<file path="src/rtl/rr_grant_scheduler_if.sv">
// Request/grant bundle between the requesters and the round-robin scheduler.
// master drives requests; slave is the scheduler that returns the grant.
interface rr_grant_scheduler_if;
  logic       enable;
  logic [7:0] req;
  logic       done;
  logic [7:0] gnt;
  logic [2:0] gnt_idx;
  logic       gnt_valid;
  logic       timeout;

  modport master (
    output enable,
    output req,
    output done,
    input  gnt,
    input  gnt_idx,
    input  gnt_valid,
    input  timeout
  );

  modport slave (
    input  enable,
    input  req,
    input  done,
    output gnt,
    output gnt_idx,
    output gnt_valid,
    output timeout
  );
endinterface

</file>
<file path="src/rtl/rr_grant_scheduler.sv">
// 8-way round-robin grant scheduler with a hold timeout.
// Grants are registered; one idle cycle always separates two grants.
module rr_grant_scheduler #(
  parameter int MAX_HOLD = 16
) (
  input logic                 clk,
  input logic                 rst_n,
  rr_grant_scheduler_if.slave bus
);

  typedef enum logic {
    IDLE = 1'b0,
    BUSY = 1'b1
  } state_e;

  localparam bit         HOLD_EN   = (MAX_HOLD != 0);
  localparam logic [7:0] HOLD_LAST =
    (MAX_HOLD == 0) ? 8'd0 : 8'(MAX_HOLD - 1);

  state_e     state_q;
  logic [2:0] ptr_q;
  logic [7:0] hold_q;
  logic [7:0] hold_d;
  logic [7:0] gnt_q;
  logic [2:0] idx_q;
  logic       vld_q;
  logic       tmo_q;

  logic [2:0] sel_d;
  logic       sel_vld;
  logic [2:0] ptr_nxt;
  logic       hold_exp;
  logic [2:0] scan;

  assign bus.gnt       = gnt_q;
  assign bus.gnt_idx   = idx_q;
  assign bus.gnt_valid = vld_q;
  assign bus.timeout   = tmo_q;

  assign hold_d   = hold_q + 8'd1;
  assign ptr_nxt  = idx_q + 3'd1;
  assign hold_exp = HOLD_EN && (hold_q == HOLD_LAST);

  // Rotating priority scan: first request at or after ptr, mod 8.
  always_comb begin
    sel_d   = ptr_q;
    sel_vld = 1'b0;
    scan    = ptr_q;
    for (int i = 0; i < 8; i++) begin
      scan = ptr_q + 3'(i);
      if (!sel_vld && bus.req[scan]) begin
        sel_vld = 1'b1;
        sel_d   = scan;
      end
    end
  end

  // Grant FSM; every output is a register updated here.
  always_ff @(posedge clk) begin
    if (!rst_n) begin
      state_q <= IDLE;
      ptr_q   <= 3'd0;
      hold_q  <= 8'd0;
      gnt_q   <= 8'd0;
      idx_q   <= 3'd0;
      vld_q   <= 1'b0;
      tmo_q   <= 1'b0;
    end else begin
      tmo_q <= 1'b0;
      unique case (state_q)
        IDLE: begin
          if (bus.enable && sel_vld) begin
            state_q <= BUSY;
            idx_q   <= sel_d;
            vld_q   <= 1'b1;
            gnt_q   <= 8'd1 << sel_d;
            hold_q  <= 8'd0;
          end
        end
        BUSY: begin
          if (!bus.enable) begin
            state_q <= IDLE;
            vld_q   <= 1'b0;
            gnt_q   <= 8'd0;
          end else if (bus.done || !bus.req[idx_q]) begin
            state_q <= IDLE;
            vld_q   <= 1'b0;
            gnt_q   <= 8'd0;
            ptr_q   <= ptr_nxt;
          end else if (hold_exp) begin
            state_q <= IDLE;
            vld_q   <= 1'b0;
            gnt_q   <= 8'd0;
            ptr_q   <= ptr_nxt;
            tmo_q   <= 1'b1;
          end else begin
            hold_q <= hold_d;
          end
        end
        default: state_q <= IDLE;
      endcase
    end
  end

endmodule

</file>
<file path="src/flat_wrapper.sv">
// flat-port wrapper written by rule: the top's interface ports become plain ports
module rr_grant_scheduler_flat 
#(
  parameter int MAX_HOLD = 16
)
  (clk, rst_n, bus_enable, bus_req, bus_done, bus_gnt, bus_gnt_idx, bus_gnt_valid, bus_timeout);
  rr_grant_scheduler_if bus_i ();
  input logic clk;
  input logic rst_n;
  input wire logic [$bits(bus_i.enable)-1:0] bus_enable;
  input wire logic [$bits(bus_i.req)-1:0] bus_req;
  input wire logic [$bits(bus_i.done)-1:0] bus_done;
  output wire logic [$bits(bus_i.gnt)-1:0] bus_gnt;
  output wire logic [$bits(bus_i.gnt_idx)-1:0] bus_gnt_idx;
  output wire logic [$bits(bus_i.gnt_valid)-1:0] bus_gnt_valid;
  output wire logic [$bits(bus_i.timeout)-1:0] bus_timeout;
  assign bus_i.enable = bus_enable;
  assign bus_i.req = bus_req;
  assign bus_i.done = bus_done;
  assign bus_gnt = bus_i.gnt;
  assign bus_gnt_idx = bus_i.gnt_idx;
  assign bus_gnt_valid = bus_i.gnt_valid;
  assign bus_timeout = bus_i.timeout;
  rr_grant_scheduler #(.MAX_HOLD(MAX_HOLD)) u_core (.clk(clk), .rst_n(rst_n), .bus(bus_i));
endmodule
</file>
<file path="config.mk">
export PLATFORM = sky130hd
export DESIGN_NAME = rr_grant_scheduler_flat
export DESIGN_NICKNAME = d
export VERILOG_FILES = /design/src/rtl/rr_grant_scheduler_if.sv /design/src/rtl/rr_grant_scheduler.sv /design/src/flat_wrapper.sv
export SDC_FILE = /design/constraint.sdc
export NUM_CORES = 1
export LEC_CHECK = 0
export ABC_AREA = 1
export CAP_MARGIN = 0
export CORE_ASPECT_RATIO = 2
export CORE_MARGIN = 4
export CORE_UTILIZATION = 55
export DETAILED_ROUTE_END_ITERATION = 8
export PLACE_DENSITY_LB_ADDON = 0.25
export SETUP_SLACK_MARGIN = 0.4
export SKIP_LAST_GASP = 1
export SYNTH_ARGS = -nofsm -noshare
export SYNTH_HDL_FRONTEND = slang
export SYNTH_SLANG_ARGS = --single-unit
</file>
<file path="constraint.sdc">
create_clock -name clk -period 3.3 [get_ports clk]
set_input_delay 0.33 -clock clk [delete_from_list [all_inputs] [get_ports clk]]
set_output_delay 0.33 -clock clk [all_outputs]
set_load 0.01 [all_outputs]
</file>
**Word-level counts from Yosys, hierarchy flattened**

Cells that the tools add are included.

- Register bits: 25
- Bits of input ports: 12
- Output and inout bits: 13
- Word-level logic and storage cells: 114

- Add/sub/neg operators: 9
- $lt $le $gt $ge: 9
- Equal/unequal tests: 6
- Shift operators: 1
- Mux-type cells: 56
- Bitwise gates (word level): 3
- Reductions and logical operators: 23

Operators with widths:

| cell | count |
|---|---|
| $mux W8 | 8 |
| $lt A3 B4 Y1 const B | 9 |
| $pmux W8 S2 | 2 |
| $bmux W1 S3 | 9 |
| $mux W3 | 9 |
| $mux W1 | 26 |
| $add A3 B3 Y3 const B | 4 |
| $add A8 B1 Y8 const B | 1 |
| $eq A8 B4 Y1 const B | 1 |
| $logic_and A1 B1 Y1 | 8 |
| $logic_not A1 Y1 | 8 |
| $shl A1 B3 Y8 const A | 1 |
| $add A3 B1 Y3 const B | 2 |
| $add A3 B2 Y3 const B | 2 |
| $ne A2 B2 Y1 const B | 3 |
| $ne A4 B4 Y1 const B | 1 |
| $pmux W1 S2 | 2 |
| $reduce_and A2 Y1 | 2 |
| $reduce_and A4 Y1 | 1 |
| $reduce_or A4 Y1 | 1 |
| $not A1 Y1 | 3 |
| $reduce_and A3 Y1 | 1 |
| $ne A2 B1 Y1 const B | 1 |
| $reduce_bool A2 Y1 | 1 |
| $logic_or A1 B1 Y1 | 1 |

**Depth between registers and ports, before layout**

- Word-level depth: 27
- Depth in mapped cells: 21

**Least setup slack after synthesis**

Ideal clock, no wire load.

- Path kind: reg-to-reg
- Start: register u_core.ptr_q[0]
- End: register u_core.hold_q[3]
- Data arrival time: 2,375 ps
- Setup slack: 802 ps
- Cell stages (with the launch flop): 18
- Path buffers: 1
- Period minus slack after synthesis: 2,498 ps
- Cells stage by stage: dfxtp_1 -> inv_2 -> buf_6 -> ha_1 -> inv_1 -> nand3_2 -> nand3_1 -> nand2_2 -> nor2_2 -> nand4_2 -> nor2_4 -> nand2_1 -> o21ai_2 -> nor2_4 -> inv_2 -> nand2_1 -> a21oi_1 -> nor2_1

- Word-level cells in the longest chain between the ends: 27
- Elaborated cells on any way between the ends: 48
- Those cells by class: 7 x add/sub; 1 x eq/ne; 24 x mux; 16 x reduce/logical

RTL lines:

| element | line | source |
|---|---|---|
| start: declaration | rr_grant_scheduler.sv:21 | `logic [2:0] ptr_q;` |
| start signal: assignment | rr_grant_scheduler.sv:89 | `ptr_q <= ptr_nxt;` |
| start signal: assignment | rr_grant_scheduler.sv:94 | `ptr_q <= ptr_nxt;` |
| branches (longest 23 deep; another with $add A3 B1 Y3) | n/a |  |
| $mux W1 * | rr_grant_scheduler.sv:51 | `if (!sel_vld && bus.req[scan]) begin` |
| $logic_and A1 B1 Y1 * | rr_grant_scheduler.sv:72 | `if (bus.enable && sel_vld) begin` |
| $ne A2 B1 Y1 (no source line) * | n/a |  |
| $reduce_and A4 Y1 (no source line) * | n/a |  |
| end signal: assignment | rr_grant_scheduler.sv:97 | `hold_q <= hold_d;` |
| end: declaration | rr_grant_scheduler.sv:22 | `logic [7:0] hold_q;` |

Every way passes the cells marked *. The select of a mux whose other input is x is not followed.
A chain may end at the register's enable or synchronous reset.

**Worst setup path in the final report**

- Start: register u_core.ptr_q[1]
- End: register u_core.hold_q[3]

Same word-level chain as after synthesis.

==> results.yml <==
final_layout:
  n_antenna_cell: 0
  postLayoutCellArea_mm2: 0.00231
  fin_nets: 367
  fin_util: 0.669
  syn_to_final_growth_pct: 16.2
  drive_gt1_frac: 0.106
  fin_cells: 398
critical_path:
  crit_path_cell_trace: "inv_2, ha_2, inv_2, nand3_2, nand3_1, nand2_2, nor2_2, nand4_2, nor2_4, nand2_1, o21ai_2, nor2_4, inv_2, nand2_2, a21oi_1, nor2_1"
  r2r-end: "u_core.hold_q[3]$_SDFFE_PN0P_"
  r2r-start: "u_core.ptr_q[1]$_SDFFE_PN0P_"
  path_class: "reg2reg"
  path_delay_family: "simple AND/OR/NAND/NOR gates"
  rr_worst_depth: 16
  critPathBufInv: 3
  rrSetupSlack_ns: 0.62
  start_kind: "flop"
  cp_max_fo: 11
  slowest_stage: "ha_2"
  worst_ep_required_time_ns: 3.46
  crit_path_end_kind: "flop"
  crit_path_max_incr_delay_ns: 0.36
  cp_common_cell: "inv_2"
  arrival_ns: 2.84
drt:
  wl_per_cell_um: 13.3
  drt_iter0_markers: 95
  first_pass_iters: 4
  vias_per_cell: 5.45
  drtAntennaViolNets: 0
  wirelength_um: 5300
  vias: 2168
  drcViolationCount: 0
logic_synthesis:
  synth_top_area_frac: 0.252
  synth_area_leaders: "dfxtp_1 (25%), nand2_1 (18%), nand3_1 (13%)"
  synth-edff-count: 0
  synth.largest_area_cell: "dfxtp_1"
  syn_inst: 327
  ys.flop_type: "dfxtp_1"
  async_flop_share: 0
  synth_nets: 343
  yosysUniqueCellTypes: 34
  yosysWarnings: 0
  yosysSeqAreaShare: 0.252
  ys_ff_latch: 25
  syn_avg_cell_area_um2: 6.08
  syn-cell-area_mm2: 0.00199
pwr:
  internal_power_uw: 524
  pwr-share-comb: 0.399
  power.density_mw_per_mm2: 372
  p_leak_nw: 0.991
  power_frac_clock: 0.211
  ir_drop_uv: 360
  p_seq_frac: 0.390
  p_switching_uw: 336
  switching_share: 0.390
  finalPower_uw: 860
clocking:
  cts_buffers: 3
  cts-root-buf: "clkbuf_8"
  insertion_delay_ns: 0.27
  cts_buffer_depth: 2
  clk_pin_slew_ns: 0.09
  cts_tree: "yes"
  h-tree-depth: 1
  clock-sinks: 25
sta:
  tightest_slew_ns: 0.470
  layout_min_cycle_time_ns: 2.68
  holdWs_ns: 0.472
  drv_slew: 0
  slew_headroom: 0.685
  min_period_over_period: 0.813
  finalHoldViolations: 0
  skew_ns: 0.00260
  setup_slack_ns: 0.618
  clock.fmax_mhz: 373
  fin_tns_setup_ns: 0
  setup_viol: 0
  rsz0062_at_grt: "false"
place:
  hpwl_um: 4170
  dp_cells: 394
  place_congestion: 0.946
  placed_area_mm2: 0.00226
  dp_slack_ns: 0.470
  port-buffer-count: 24
floorplanning:
  rows: 30
  die_area_mm2: 0.00470
  start_util: 0.576
  core_mm2: 0.00345
  io_pins: 25
  die_h_um: 93.0
  die_w_um: 50.5
hold_path:
  hold_start: "u_core.bus.gnt[0]$_SDFFE_PN0P_"
  holdPathStages: 2
  holdPathEnd: "u_core.bus.gnt[0]$_SDFFE_PN0P_"
  hold_path.class: "reg2reg"
grt:
  grt_pass1_vias: 2212
  antenna_found_initial: 0
  grt-ovfl-total: 0
  grt_max_degree: 17
  grt_pass1_wl_um: 9070
  gr-usage-all-layers: 0.243
run:
  maxCapViolations: 0
status:
  status: "finished, final reports clean"
## layer usage
layer  GRT usage  share of wire  vias to the layer above
li1            -              -                     1115
met2       0.467           0.55                       56
met4       0.151          0.043                        0
met5           0              0                        -
met3      0.0175          0.025                       19
met1       0.239           0.39                      978
## power groups by stage
stage	clock network, mW	registers, mW	logic (mW)
CTS	0.189	0.335	0.338
global placement	0	0.342	0.334
detailed placement	0	0.342	0.335
floorplan	0	0.342	0.240
global route	0.204	0.338	0.384
finish	0.182	0.336	0.343
## worst max-delay path by stage
stage,to,slack (ns),start,cells past startpoint
2_1_floorplan,u_core.hold_q[3]$_SDFFE_PN0P_,0.80,u_core.ptr_q[0]$_SDFFE_PN0P_,17
3_3_place_gp,u_core.hold_q[3]$_SDFFE_PN0P_,0.53,u_core.ptr_q[1]$_SDFFE_PN0P_,16
3_5_place_dp,u_core.hold_q[3]$_SDFFE_PN0P_,0.47,u_core.ptr_q[1]$_SDFFE_PN0P_,16
4_1_cts,u_core.hold_q[3]$_SDFFE_PN0P_,0.42,u_core.ptr_q[1]$_SDFFE_PN0P_,16
5_1_grt,u_core.bus.gnt[7]$_SDFFE_PN0P_,0.40,u_core.ptr_q[1]$_SDFFE_PN0P_,18
6_report,u_core.hold_q[3]$_SDFFE_PN0P_,0.62,u_core.ptr_q[1]$_SDFFE_PN0P_,16
## layout by cell type, fill, tap and decap left out, types with 2 or more instances in the layout
cell type        count
nand2_1             92
a21oi_1             22
clkdlybuf4s50_1     24
ha_1                 3
nand3_2              4
buf_4                3
nor3_1               4
o21ai_0              9
xor2_1               3
clkbuf_8             3
a31oi_1              2
nor2_1              36
nand4_1              3
xnor2_1              4
inv_2                7
nand2_2             11
o211ai_1             2
inv_1               25
nor2_4               3
dfxtp_1             25
nand3_1             51
## registers in the layout, indices dropped and copies added, names as in the netlist
signal / cells
u_core.bus.gnt: 8
u_core.bus.timeout: 1
u_core.hold_q: 8
u_core.state_q: 1
u_core.bus.gnt_idx: 3
u_core.ptr_q: 3
u_core.bus.gnt_valid: 1
## worst reg2reg max path, stage by stage (launching register included)
cell and delay, ns:
dfxtp_1 0.33, inv_2 0.14, ha_2 0.36, inv_2 0.17, nand3_2 0.13, nand3_1 0.10, nand2_2 0.09, nor2_2 0.14
nand4_2 0.12, nor2_4 0.13, nand2_1 0.07, o21ai_2 0.18, nor2_4 0.09, inv_2 0.17, nand2_2 0.14, a21oi_1 0.16
nor2_1 0.05
## synthesized netlist by cell type, types with 2 or more instances
library cell and number:
inv_2 6, nand4_1 3, o211ai_1 2, nor3_1 4, nand2_2 10, inv_1 26, a21oi_1 22, ha_1 4
a31oi_1 2, nand3_2 4, nand3_1 51, nor2_1 36, buf_4 2, nand2_1 93, buf_2 2, nor2_4 3
xor2_1 3, buf_6 2, dfxtp_1 25, xnor2_1 4, o21ai_0 9, clkbuf_1 2
## what timing repair did
item,in CTS,in global routing
buffers inserted,0,0
endpoints found under the setup margin,0,16
resized for setup,0,3
hold buffers,0,0
## kinds of logic (layout without fill, tap and decap cells)
| family | after synthesis | count (layout) | synth area share |
|---|---|---|---|
| AO/OA/AOI/OAI | 41 | 41 | 0.116 |
| flip-flops | 25 | 25 | 0.252 |
| XOR/XNOR | 8 | 8 | 0.0390 |
| adder cells (fa/ha/maj) | 4 | 4 | 0.0252 |
| multiplexers | 1 | 1 | 0.00503 |
| AND/OR/NAND/NOR | 207 | 207 | 0.473 |
| buffers and inverters | 41 | 64 | 0.0900 |
## cell type report
| class | instances | area (um2) |
|---|---|---|
| multi-input combinational | 261 | 1310 |
| fill | 332 | 1140 |
| sequential | 25 | 500 |
| timing repair buffer | 27 | 263 |
| inverter | 33 | 124 |
| tap | 48 | 60.1 |
| clock buffer | 3 | 41.3 |
| clock inverter | 1 | 7.51 |
Note: power is estimated with default switching activity, not from simulation.
